**src/rtl/riscv_pkg.sv**
```systemverilog
// Shared definitions for the fetch stage: widths, reset defaults, fetch FSM
// encoding and the {instr, pc} entry handed to decode.
package riscv_pkg;

  localparam int XLEN = 64;

  localparam logic [31:0]     NOP_INSTR        = 32'h0000_0013;
  localparam logic [XLEN-1:0] RESET_PC_DEFAULT = '0;

  localparam logic [1:0] ST_HOLD  = 2'd0;
  localparam logic [1:0] ST_RUN   = 2'd1;
  localparam logic [1:0] ST_FLUSH = 2'd2;

  typedef struct packed {
    logic [31:0]     instr;
    logic [XLEN-1:0] pc;
  } fetch_entry_t;

  function automatic logic [XLEN-1:0] align_pc(input logic [XLEN-1:0] pc);
    return {pc[XLEN-1:2], 2'b00};
  endfunction

endpackage

```
**src/rtl/fetch_stage_if.sv**
```systemverilog
// Bundle of the fetch stage's memory, redirect and decode-side signals.
// Decode handshake: a transfer happens on a rising edge where out_valid and
// out_ready are both 1; while out_valid=1 and out_ready=0 the payload holds.
interface fetch_stage_if;
  import riscv_pkg::*;

  logic            imem_req;
  logic [XLEN-1:0] imem_addr;
  logic [31:0]     imem_rdata;
  logic            redirect_valid;
  logic [XLEN-1:0] redirect_pc;
  logic            out_valid;
  logic            out_ready;
  logic [31:0]     out_instr;
  logic [XLEN-1:0] out_pc;
  logic            misalign_err;

  modport master (
    output imem_req, imem_addr,
    input  imem_rdata,
    input  redirect_valid, redirect_pc,
    output out_valid, out_instr, out_pc,
    input  out_ready,
    output misalign_err
  );

  modport slave (
    input  imem_req, imem_addr,
    output imem_rdata,
    output redirect_valid, redirect_pc,
    input  out_valid, out_instr, out_pc,
    output out_ready,
    input  misalign_err
  );

endinterface

```
**src/rtl/fetch_fifo.sv**
```systemverilog
// Two-entry skid FIFO of fetch entries; flush empties it and wins over push/pop.
module fetch_fifo
  import riscv_pkg::*;
(
  input  logic         clk,
  input  logic         reset_n,
  input  logic         flush,
  input  logic         push,
  input  fetch_entry_t push_data,
  input  logic         pop,
  output fetch_entry_t pop_data,
  output logic [1:0]   count,
  output logic         full,
  output logic         empty
);

  fetch_entry_t [1:0] mem_q, mem_d;
  logic               wr_ptr_q, wr_ptr_d;
  logic               rd_ptr_q, rd_ptr_d;
  logic [1:0]         count_q, count_d;
  logic               do_push, do_pop;

  assign full     = (count_q == 2'd2);
  assign empty    = (count_q == 2'd0);
  assign count    = count_q;
  assign pop_data = mem_q[rd_ptr_q];

  always_comb begin
    mem_d    = mem_q;
    wr_ptr_d = wr_ptr_q;
    rd_ptr_d = rd_ptr_q;
    count_d  = count_q;
    // A push into a full FIFO is only accepted when a pop frees a slot
    do_push  = push && (!full || pop);
    do_pop   = pop && !empty;
    if (flush) begin
      wr_ptr_d = 1'b0;
      rd_ptr_d = 1'b0;
      count_d  = 2'd0;
    end else begin
      if (do_push) begin
        mem_d[wr_ptr_q] = push_data;
        wr_ptr_d        = ~wr_ptr_q;
      end
      if (do_pop) begin
        rd_ptr_d = ~rd_ptr_q;
      end
      count_d = count_q + 2'(do_push) - 2'(do_pop);
    end
  end

  always_ff @(posedge clk or negedge reset_n) begin
    if (!reset_n) begin
      mem_q    <= '0;
      wr_ptr_q <= 1'b0;
      rd_ptr_q <= 1'b0;
      count_q  <= 2'd0;
    end else begin
      mem_q    <= mem_d;
      wr_ptr_q <= wr_ptr_d;
      rd_ptr_q <= rd_ptr_d;
      count_q  <= count_d;
    end
  end

endmodule

```
**src/rtl/fetch_stage.sv**
```systemverilog
// Instruction fetch: PC register, HOLD/RUN/FLUSH FSM, one in-flight read to a
// 1-cycle synchronous instruction memory, and a 2-entry skid FIFO to decode.
module fetch_stage
  import riscv_pkg::*;
#(
  parameter logic [XLEN-1:0] RESET_PC = RESET_PC_DEFAULT
) (
  input  logic         clk,
  input  logic         reset_n,
  fetch_stage_if.master bus,
  output logic [1:0]   dbg_state
);

  logic [1:0]      state_q, state_d;
  logic [XLEN-1:0] pc_q, pc_d;
  logic [XLEN-1:0] req_pc_q, req_pc_d;
  logic            inflight_q, inflight_d;
  logic            misalign_q, misalign_d;

  logic            issue, push, pop;
  logic            fifo_full, fifo_empty;
  logic [1:0]      fifo_count;
  logic [2:0]      occupancy;
  fetch_entry_t    push_entry, head;

  // Slots that will be taken once this cycle's pop and in-flight response settle
  assign pop       = bus.out_ready && !fifo_empty;
  assign occupancy = {1'b0, fifo_count} - {2'b00, pop} + {2'b00, inflight_q};
  assign issue     = (state_q == ST_RUN) && !bus.redirect_valid && (occupancy < 3'd2);
  assign push      = inflight_q && !bus.redirect_valid;

  assign push_entry.instr = bus.imem_rdata;
  assign push_entry.pc    = req_pc_q;

  fetch_fifo u_fifo (
    .clk       (clk),
    .reset_n   (reset_n),
    .flush     (bus.redirect_valid),
    .push      (push),
    .push_data (push_entry),
    .pop       (pop),
    .pop_data  (head),
    .count     (fifo_count),
    .full      (fifo_full),
    .empty     (fifo_empty)
  );

  always_comb begin
    state_d    = state_q;
    pc_d       = pc_q;
    req_pc_d   = req_pc_q;
    inflight_d = issue;
    misalign_d = bus.redirect_valid && (bus.redirect_pc[1:0] != 2'b00);
    if (bus.redirect_valid) begin
      state_d = ST_FLUSH;
      pc_d    = align_pc(bus.redirect_pc);
    end else begin
      case (state_q)
        ST_HOLD:  state_d = ST_RUN;
        ST_RUN:   state_d = ST_RUN;
        ST_FLUSH: state_d = ST_RUN;
        default:  state_d = ST_HOLD;
      endcase
      if (issue) begin
        req_pc_d = pc_q;
        pc_d     = pc_q + XLEN'(4);
      end
    end
  end

  always_ff @(posedge clk or negedge reset_n) begin
    if (!reset_n) begin
      state_q    <= ST_HOLD;
      pc_q       <= RESET_PC;
      req_pc_q   <= RESET_PC;
      inflight_q <= 1'b0;
      misalign_q <= 1'b0;
    end else begin
      state_q    <= state_d;
      pc_q       <= pc_d;
      req_pc_q   <= req_pc_d;
      inflight_q <= inflight_d;
      misalign_q <= misalign_d;
    end
  end

  no_overflow_a: assert property (@(posedge clk) disable iff (!reset_n)
                                  !(fifo_full && push && !pop));

  assign bus.imem_req     = issue;
  assign bus.imem_addr    = pc_q;
  assign bus.out_valid    = !fifo_empty;
  assign bus.out_instr    = fifo_empty ? NOP_INSTR : head.instr;
  assign bus.out_pc       = fifo_empty ? '0 : head.pc;
  assign bus.misalign_err = misalign_q;
  assign dbg_state        = state_q;

endmodule

```
**src/flat_wrapper.sv**
```systemverilog
// flat-port wrapper written by rule: the top's interface ports become plain ports
module fetch_stage_flat import riscv_pkg::*;
#(
  parameter logic [XLEN-1:0] RESET_PC = RESET_PC_DEFAULT
)
  (clk, reset_n, dbg_state, bus_imem_req, bus_imem_addr, bus_imem_rdata, bus_redirect_valid, bus_redirect_pc, bus_out_valid, bus_out_instr, bus_out_pc, bus_out_ready, bus_misalign_err);
  fetch_stage_if bus_i ();
  input  logic clk;
  input  logic reset_n;
  output logic [1:0] dbg_state;
  output wire logic [$bits(bus_i.imem_req)-1:0] bus_imem_req;
  output wire logic [$bits(bus_i.imem_addr)-1:0] bus_imem_addr;
  input wire logic [$bits(bus_i.imem_rdata)-1:0] bus_imem_rdata;
  input wire logic [$bits(bus_i.redirect_valid)-1:0] bus_redirect_valid;
  input wire logic [$bits(bus_i.redirect_pc)-1:0] bus_redirect_pc;
  output wire logic [$bits(bus_i.out_valid)-1:0] bus_out_valid;
  output wire logic [$bits(bus_i.out_instr)-1:0] bus_out_instr;
  output wire logic [$bits(bus_i.out_pc)-1:0] bus_out_pc;
  input wire logic [$bits(bus_i.out_ready)-1:0] bus_out_ready;
  output wire logic [$bits(bus_i.misalign_err)-1:0] bus_misalign_err;
  assign bus_imem_req = bus_i.imem_req;
  assign bus_imem_addr = bus_i.imem_addr;
  assign bus_i.imem_rdata = bus_imem_rdata;
  assign bus_i.redirect_valid = bus_redirect_valid;
  assign bus_i.redirect_pc = bus_redirect_pc;
  assign bus_out_valid = bus_i.out_valid;
  assign bus_out_instr = bus_i.out_instr;
  assign bus_out_pc = bus_i.out_pc;
  assign bus_i.out_ready = bus_out_ready;
  assign bus_misalign_err = bus_i.misalign_err;
  fetch_stage #(.RESET_PC(RESET_PC)) u_core (.clk(clk), .reset_n(reset_n), .bus(bus_i), .dbg_state(dbg_state));
endmodule
```
**config.mk**
```make
export PLATFORM = sky130hd
export DESIGN_NAME = fetch_stage_flat
export DESIGN_NICKNAME = d
export VERILOG_FILES = /design/src/rtl/riscv_pkg.sv /design/src/rtl/fetch_stage_if.sv /design/src/rtl/fetch_fifo.sv /design/src/rtl/fetch_stage.sv /design/src/flat_wrapper.sv
export SDC_FILE = /design/constraint.sdc
export NUM_CORES = 1
export LEC_CHECK = 0
export CAP_MARGIN = 20
export CORE_UTILIZATION = 53
export CTS_BUF_LIST = sky130_fd_sc_hd__clkbuf_8 sky130_fd_sc_hd__clkbuf_16
export DETAILED_ROUTE_END_ITERATION = 8
export PLACE_DENSITY = 0.8
export SYNTH_ARGS = -nofsm -noshare
export SYNTH_HDL_FRONTEND = slang
export SYNTH_SLANG_ARGS = --single-unit
```
**constraint.sdc**
```tcl
create_clock -name clk -period 4 [get_ports clk]
set_input_delay 0.8 -clock clk [delete_from_list [all_inputs] [get_ports clk]]
set_output_delay 0.8 -clock clk [all_outputs]
set_load 0.05 [all_outputs]
```
# After elaboration in Yosys (flattened, before gate mapping)
# Index checks and enable logic that the tools add are counted.
[word_totals]
inputBits = 100
regBits = 328
output_inout_bits = 165
[op_classes]
addsub = 5
eq_ne = 3
n_bitwise = 3
muxes = 16
n_reduce_logical = 21
n_lt_le_gt_ge = 4
[op_table]
columns = ["op", "count"]
rows = [
  ["$mux 96", 3],
  ["$bwmux 192", 1],
  ["$mux 64", 3],
  ["$demux 96 s1", 1],
  ["$add 64x3->64 const B", 1],
  ["$mux 32", 1],
  ["$logic_and 1x1->1", 8],
  ["$reduce_bool 2->1", 4],
  ["$mux 1", 5],
  ["$eq 2x2->1 const B", 2],
  ["$logic_not 2->1", 2],
  ["$lt 1x2->1 const B", 2],
  ["$mux 2", 2],
  ["$reduce_and 2->1", 2],
  ["$add 3x1->3", 1],
  ["$logic_not 1->1", 3],
  ["$lt 3x2->1 const B", 1],
  ["$not 1->1", 3],
  ["$reduce_or 3->1", 1],
  ["$sub 2x1->3", 1],
  ["$add 2x1->2", 1],
  ["$eq 2x1->1 const B", 1],
  ["$sub 2x1->2", 1],
  ["$ge 1x1->1 const B", 1],
  ["$logic_or 1x1->1", 1],
]

# Depth between registers and ports, before layout
# Gate-level depths: netlist of run 1.
[logic_depth]
depth_word = 9
depth_mapped = 14

# Cells and area by module
# A second synthesis of run 1 with hierarchy kept.
[unflattened]
hier_cells = 1386
hier_area_um2 = 15748.9
[modules_own_cells]
columns = ["mod", "cells_per_inst", "area_each_um2", "seq_area_each_um2", "n_inst"]
rows = [
  ["fetch_fifo", 537, 8622.0, 4904.7, 1],
  ["fetch_stage", 849, 7126.8, 3203.1, 1],
]

# Worst setup path before layout of run 1
# Ideal clock, no wire load.
[synth_timing]
path_kind = "reg2out"
from = "register u_core.u_fifo.count_q[1] (netlist: u_core.u_fifo.count[1])"
to = "output port bus_imem_req"
path_buffers = 2
path_stages_with_launch = 12
path_slack_ns = -0.114
arrival_ns = 3.314
t_required_ns = 3.200
path_cell_list = "dfrtp_1 > nor2_1 > inv_1 > and2_1 > ha_1 > nand2b_1 > fa_1 > xnor2_1 > nand4_1 > clkinv_1 > clkbuf_1 > buf_1"
[synth_between]
elab_chain_len = 7
[synth_rtl]
columns = ["item", "line_no", "text"]
rows = [
  ["start: declaration", "fetch_fifo.sv:20", "logic [1:0] count_q, count_d;"],
  ["start signal: assignment", "fetch_fifo.sv:62", "count_q <= count_d;"],
  ["$logic_not 2->1", "fetch_fifo.sv:24", "assign empty = (count_q == 2'd0);"],
  ["$logic_not 1->1", "-", ""],
  ["named net bus_out_valid", "flat_wrapper.sv:16", "output wire logic [$bits(bus_i.out_valid)-1:0] bus_out_valid;"],
  ["$logic_and 1x1->1", "fetch_stage.sv:27", "assign pop = bus.out_ready && !fifo_empty;"],
  ["$sub 2x1->3", "fetch_stage.sv:28", "assign occupancy = {1'b0, fifo_count} - {2'b00, pop} + {2'b00, inflight_q};"],
  ["$add 3x1->3", "fetch_stage.sv:28", ""],
  ["$lt 3x2->1", "fetch_stage.sv:29", "assign issue = (state_q == ST_RUN) && !bus.redirect_valid && (occupancy < 3'd2);"],
  ["$logic_and 1x1->1", "fetch_stage.sv:29", ""],
  ["end: declaration", "flat_wrapper.sv:11", "output wire logic [$bits(bus_i.imem_req)-1:0] bus_imem_req;"],
]
# The timed path passes the listed nets, and every way through them passes these cells.

# Worst setup path after layout of run 1
[layout_timing]
from = "input port bus_out_ready"
to = "output port bus_imem_req"
[layout_between]
elab_chain_len = 5
[layout_rtl]
columns = ["item", "line_no", "text"]
rows = [
  ["start: declaration", "flat_wrapper.sv:19", "input wire logic [$bits(bus_i.out_ready)-1:0] bus_out_ready;"],
  ["$logic_and 1x1->1", "fetch_stage.sv:27", ""],
  ["$sub 2x1->3", "fetch_stage.sv:28", ""],
  ["$add 3x1->3", "fetch_stage.sv:28", ""],
  ["$lt 3x2->1", "fetch_stage.sv:29", ""],
  ["$logic_and 1x1->1", "fetch_stage.sv:29", ""],
]
# Every way passes these cells.

==> flow_metrics.env, run 1 <==
export IMPL_cts_path_max_buffers=3
export IMPL_hp_class="in2async"
export IMPL_drive_gt1_share_pct=17.55
export IMPL_fp_coreArea_um2=27250
export IMPL_antenna_found_initial=0
export IMPL_grt_overflow=0
export IMPL_io_buffers=260
export IMPL_maxCapViolations=0
export IMPL_die_h_um=169.4
export IMPL_r2r_end="u_core.bus.imem_addr[63]"
export IMPL_vias=11690
export IMPL_p_per_area_nw_per_um2=668.6
export IMPL_clkSlewWorstSetupHoldPaths_ps=60
export IMPL_grt_pass1_vias=11850
export IMPL_power_total_uw=12740
export IMPL_cts_sinks=320
export IMPL_hold_ws_ps=223.3
export IMPL_grt_pass1_wl_um=62930
export IMPL_yosysWarnings=0
export IMPL_stdcell_count=2007
export IMPL_std_cell_rows=60
export IMPL_cts_root_buf="clkbuf_16"
export IMPL_synth_avg_cell_area_um2=10.83
export IMPL_critPathKind="in2out"
export IMPL_ys_async_sr_fraction_pct=100.0
export IMPL_r2r_start="u_core.u_fifo.count[1]"
export IMPL_syn_to_final_growth_pct=28.22
export IMPL_vdd_drop_max_v=0.0003998
export IMPL_slew_headroom_pct=28.41
export IMPL_fill_cells=2012
export IMPL_die_width_um=169.4
export IMPL_endpoint_kind="output pin"
export IMPL_die_area_um2=28710
export IMPL_cp_required_ps=3200
export IMPL_synth_edf_count=0
export IMPL_finClkSkew_ps=17.82
export IMPL_setup_violations=0
export IMPL_r2r_cells=14
export IMPL_final_util_pct=69.91
export IMPL_grt_use_total_pct=27.78
export IMPL_post_cts_setup_buffers=0
export IMPL_nets=1714
export IMPL_setup_tns_ps=0
export IMPL_period_share_pct=95.47
export IMPL_clock_latency_ps=520
export IMPL_ys_dominant_reg_cell="dfrtp_1"
export IMPL_drt_wl_total_um=39190
export IMPL_dp_hpwl_um=26170
export IMPL_slew_viol_final=0
export IMPL_dp_cells=1943
export IMPL_status="finished, final reports clean"
export IMPL_drt_first_pass_iters=5
export IMPL_numCtsBuffers=36
export IMPL_r2r_setup_slack_ps=540
export IMPL_final_hold_viol_count=0
export IMPL_cts_hold_buf=0
export IMPL_worst_ep_arrival_time_ps=3020
export IMPL_syn_cell_area_um2=14860
export IMPL_p_leak_uw=0.008345
export IMPL_seq_area_um2=8011
export IMPL_layout_min_cycle_time_ps=3819
export IMPL_routedWlPerCell_um=19.53
export IMPL_gp_congestion=0.8765
export IMPL_start_kind="primary input"
export IMPL_postRouteAntennaNets=0
export IMPL_htreeDepth=2
export IMPL_fmax_mhz=261.9
export IMPL_cts_tree="done"
export IMPL_io_pins=265
export IMPL_worstMarginPinSlew_ps=1074
export IMPL_drt_iter0_drc=870
export IMPL_path_max_fanout=11
export IMPL_yosysUniqueCellTypes=51
export IMPL_initial_utilization_pct=54.52
export IMPL_synth_seq_cells=320
export IMPL_grt_max_degree=96
export IMPL_syn_inst=1372
export IMPL_antenna_cells=0
export IMPL_viasPerCell=5.824
export IMPL_grt_setup_unrepaired="no"
export IMPL_yosysSeqAreaShare_pct=53.89
export IMPL_cts_resized_gates=0
export IMPL_multi_input_area_um2=6464
export IMPL_drc=0
==> critical path, cell delays in order <==
cell and delay [ps]:
clkdlybuf4s50_1 500, and2_1 170, ha_1 230, nand2b_1 150, fa_1 380, xnor2_1 140, nand4_1 160, buf_12 190
inv_2 130, buf_12 160
==> cell usage after synthesis (2+ instances only) <==
cell type  count  area share [%]
o311ai_0      13            0.77
clkbuf_1      63             1.6
mux2_2       188              14
ha_1           4            0.34
nor3b_1        2            0.10
xor2_1         3            0.18
nor4_2         2            0.17
dfrtp_1      320              54
nor4_1         7            0.29
nand2b_1       3            0.13
o21ai_0       44             1.5
buf_1         23            0.58
nand3b_1      13            0.66
nor2_1       119             3.0
nand3_1       25            0.84
nand4_1       24             1.0
mux2i_1       95             6.4
a21oi_1       10            0.34
and3_1         9            0.38
xnor2_1        6            0.35
a221o_1       16             1.1
nand2_1      265             6.7
o211ai_1      15            0.76
buf_2          2           0.067
a21o_1         2            0.10
buf_4          5            0.25
and2_1         5            0.21
nor2b_1       12            0.51
and4_1         8            0.47
a22oi_1        4            0.20
a31oi_1        5            0.21
a41oi_1        2            0.12
or4_1          4            0.20
nor3_2         2            0.13
o31a_1         2            0.12
nor3_1        17            0.57
or3_1          5            0.21
a32oi_1        5            0.29
inv_1         11            0.28
==> registers in the layout, indices dropped and copies added, names as in the netlist <==
register	flops
u_core.dbg_state	2
u_core.inflight_q	1
u_core.u_fifo.count	2
u_core.u_fifo.mem_q	188
u_core.req_pc_q	62
u_core.u_fifo.wr_ptr_q	1
u_core.bus.imem_addr	62
u_core.u_fifo.rd_ptr_q	1
u_core.bus.misalign_err	1
==> layer usage <==
| layer | track usage (%) | wire [um] |
|---|---|---|
| met1 | 37.34 | 16510 |
| met2 | 44.39 | 18290 |
| met3 | 5.177 | 2791 |
| met4 | 11.75 | 1599 |
| met5 | 0 | 0 |
==> where the power goes <==
group | switching (uW) | total, uW | internal, uW
Combinational | 2650 | 4460 | 1810
Clock | 1320 | 3220 | 1900
Sequential | 797 | 5060 | 4270
==> per-stage QoR <==
| step | worst slack, ps | cell area [um2] |
|---|---|---|
| after global placement | 143.0 | 17890 |
| final | 181.0 | 19050 |
| after floorplan | 173.8 | 14870 |
| after detailed placement | 31.46 | 17890 |
| after CTS | 153.1 | 19050 |
| after global routing | 0.9086 | 19050 |
==> worst max-delay path by stage <==
stage	startpoint	endpoint	slack [ps]
after global routing	u_core.u_fifo.count[1]	bus_imem_req	0.9
after global placement	bus_out_ready	u_core.bus.imem_addr[37]	140
final	bus_out_ready	bus_imem_req	180
after CTS	u_core.u_fifo.count[1]	bus_imem_req	150
after floorplan	u_core.u_fifo.count[1]	bus_imem_req	170
after detailed placement	bus_out_ready	u_core.bus.imem_addr[37]	30
==> layout by cell type, fill, tap and decap left out, types with 3 or more instances in the layout <==
cell type        count
xor2_1               3
o211ai_1            15
a31oi_1              5
buf_12               7
and3_1               9
nand3b_1            13
o311ai_0            13
ha_1                 4
and2_1               5
nor2_1             117
nor4_1               7
or3_1                5
nor2b_1             12
and4_1               8
mux2i_1             95
a221o_1             16
clkdlybuf4s50_1    257
nand3_1             25
a32oi_1              5
a21oi_1             10
conb_1               4
buf_4               23
a22oi_1              4
nand2_1            265
clkinv_2             7
mux2_2             188
xnor2_1              6
clkbuf_16           37
or4_1                4
clkbuf_8             8
nor3_1              17
o21ai_0             44
dfrtp_1            319
inv_1               19
nand2b_1             3
nand4_1             24
==> logic make-up (layout without fill, tap and decap cells) <==
kind of cell	count (synthesis)	in the layout	synth area share [%]
AOI/OAI and AO/OA	124	124	5.827
xor gates and xnor gates	9	9	0.5306
adders and majority gates	5	5	0.4716
buffers and inverters	105	365	2.796
DFF	320	320	53.89
muxes	283	283	20.65
other	1	4	0.02524
and+or+nand+nor	525	525	15.81
==> cell type report <==
class                           count  share of cell area [%]
Clock buffer                       45                   5.438
Clock inverter                     19                  0.6502
Inverter                           12                  0.2364
Multi-Input combinational cell    950                   33.93
Sequential cell                   320                   42.05
Tap cell                          372                   2.443
Timing Repair Buffer              289                   15.25
(Power assumes the default switching activity.)
==> run 2, diff against run 1 <==
CELL_PAD_IN_SITES_DETAIL_PLACEMENT = 0   (was default)
CELL_PAD_IN_SITES_GLOBAL_PLACEMENT = 1   (was default)
CORE_UTILIZATION = 42   (was 53)
PLACE_DENSITY = default   (was 0.8)
PLACE_DENSITY_LB_ADDON = 0.1   (was default)
==> flow_metrics.env, run 2 (synthesis gave the netlist of run 1 again) <==
export IMPL_vdd_drop_max_v=0.0003559
export IMPL_worst_path_largest_cell_delay_ps=490
export IMPL_path_cells="clkdlybuf4s50_1 > and2_1 > ha_1 > nand2b_1 > fa_1 > xnor2_1 > nand4_1 > buf_12 > inv_6 > buf_12"
export IMPL_drt_wl_total_um=40190
export IMPL_r2r_start="u_core.u_fifo.count[1]"
export IMPL_endpoint_kind="output pin"
export IMPL_cts_root_buf="clkbuf_16"
export IMPL_numCtsBuffers=37
export IMPL_std_cell_rows=68
export IMPL_r2r_setup_slack_ps=690
export IMPL_die_width_um=190.1
export IMPL_htreeDepth=2
export IMPL_drc=0
export IMPL_fmax_mhz=261.4
export IMPL_clock_latency_ps=500
export IMPL_die_h_um=190.1
export IMPL_critPathSlowestCell="clkdlybuf4s50_1"
export IMPL_dp_slack_ps=38.26
export IMPL_p_leak_uw=0.008392
export IMPL_maxCapViolations=0
export IMPL_slew_viol_final=0
export IMPL_grt_use_total_pct=22.64
export IMPL_cp_required_ps=3200
export IMPL_cts_resized_gates=0
export IMPL_syn_to_final_growth_pct=29.93
export IMPL_final_cell_mix="dfrtp_1, nand2_1, clkdlybuf4s50_1"
export IMPL_worstMarginPinSlew_ps=713.1
export IMPL_viasPerCell=5.355
export IMPL_start_kind="primary input"
export IMPL_final_area_um2=19300
export IMPL_setup_tns_ps=0
export IMPL_fill_cells=3116
export IMPL_drt_first_pass_iters=5
export IMPL_cp_common_cell="buf_12"
export IMPL_postRouteAntennaNets=0
export IMPL_slew_headroom_pct=52.33
export IMPL_io_pins=265
export IMPL_critPathKind="in2out"
export IMPL_r2r_end="u_core.bus.imem_addr[16]"
export IMPL_drt_iter0_drc=640
export IMPL_vias=11210
export IMPL_setup_violations=0
export IMPL_gp_congestion=0.8249
export IMPL_post_cts_setup_buffers=0
export IMPL_final_hold_viol_count=0
export IMPL_cts_sinks=320
export IMPL_clkSlewWorstSetupHoldPaths_ps=60
export IMPL_die_area_um2=36130
export IMPL_largest_reg_flops=188
export IMPL_p_per_area_nw_per_um2=665.4
export IMPL_fp_coreArea_um2=34710
export IMPL_grt_overflow=0
export IMPL_path_max_fanout=18
export IMPL_r2r_cells=12
export IMPL_setup_ws_ps=175.0
export IMPL_placed_area_um2=18080
export IMPL_grt_pass1_wl_um=64120
export IMPL_layout_min_cycle_time_ps=3825
export IMPL_hp_class="in2async"
export IMPL_worst_ep_arrival_time_ps=3030
export IMPL_layout_commonest_cell="dfrtp_1"
export IMPL_seq_area_um2=8013
export IMPL_grt_pass1_vias=11190
export IMPL_io_buffers=260
export IMPL_cts_hold_buf=0
export IMPL_initial_utilization_pct=42.80
export IMPL_drive_gt1_share_pct=17.84
export IMPL_nets=1719
export IMPL_finClkSkew_ps=9.778
export IMPL_stdcell_count=2093
export IMPL_dp_hpwl_um=27140
export IMPL_multi_input_area_um2=6464
export IMPL_grt_setup_unrepaired="no"
export IMPL_regMostFlops="u_core.u_fifo.mem_q"
export IMPL_final_util_pct=55.61
export IMPL_cts_path_max_buffers=3
export IMPL_antenna_found_initial=1
export IMPL_routedWlPerCell_um=19.20
export IMPL_dp_cells=2030
export IMPL_cts_tree="done"
export IMPL_status="finished, final reports clean"
export IMPL_grt_max_degree=98
export IMPL_period_share_pct=95.63
run 2: changes by cell type in the layout (fill, tap and decap cells not counted):
| cell | previous run | this run |
|---|---|---|
| buf_6 | 0 | 1 |
| buf_2 | 1 | 0 |
| buf_12 | 7 | 11 |
| bufinv_16 | 1 | 3 |
| dfrtp_1 | 319 | 318 |
| diode_2 | 0 | 1 |
| inv_8 | 1 | 0 |
| clkinv_2 | 7 | 3 |
| clkbuf_8 | 8 | 10 |
| inv_1 | 19 | 17 |
| clkinvlp_4 | 0 | 2 |
| inv_2 | 1 | 0 |
| dfrtp_2 | 0 | 1 |
run 2: worst max-delay path by stage:
| stage | to | slack (ps) | cells after the start | start |
|---|---|---|---|---|
| 3_3_place_gp | bus_imem_req | 90 | 10 | bus_out_ready |
| 5_1_grt | bus_imem_req | 30 | 11 | u_core.u_fifo.count[0] |
| 4_1_cts | bus_imem_req | 9 | 11 | u_core.u_fifo.count[1] |
| 6_report | bus_imem_req | 170 | 10 | bus_out_ready |
| 2_1_floorplan | bus_imem_req | 170 | 11 | u_core.u_fifo.count[1] |
| 3_5_place_dp | u_core.bus.imem_addr[60] | 40 | 14 | bus_out_ready |
run 2: through the flow:
step,hold slack [ps],power [uW]
after floorplan,458.4,7984
after global placement,454.2,9485
after detailed placement,480.7,9591
after CTS,284.6,12990
after global routing,306.6,13570
final,251.2,12850
run 2: area by class of cell:
class	instances	area share, %
multi-input combinational	950	33.48
tap	455	2.949
clock buffer	47	5.509
sequential	320	41.51
timing repair buffer	293	15.50
antenna	1	0.01296
inverter	12	0.2593
clock inverter	15	0.7842
run 2: worst max-delay path: cells and delay by family:
| family | cells | cell delay, ps |
|---|---|---|
| AND/OR/NAND/NOR | 3 | 490 |
| adder cells (fa/ha/maj) | 2 | 610 |
| XOR/XNOR | 1 | 140 |
| buffers and inverters | 4 | 960 |
run 2: metal layers:
metal	vias to the layer above	track usage, %	part of all wire, %
met5	-	0	0
met4	0	6.669	2.4
met3	62	3.191	4.7
met2	304	34.74	46
met1	5556	33.14	47
li1	5286	-	-
run 2: report_power, final:
group | switching [uW] | leakage (uW) | internal (uW) | total (uW)
sequential | 721 | 0.00411 | 4270 | 4990
clock | 1300 | 0.000619 | 2060 | 3360
combinational | 2670 | 0.00366 | 1820 | 4500
total | 4700 | 0.00839 | 8150 | 12800
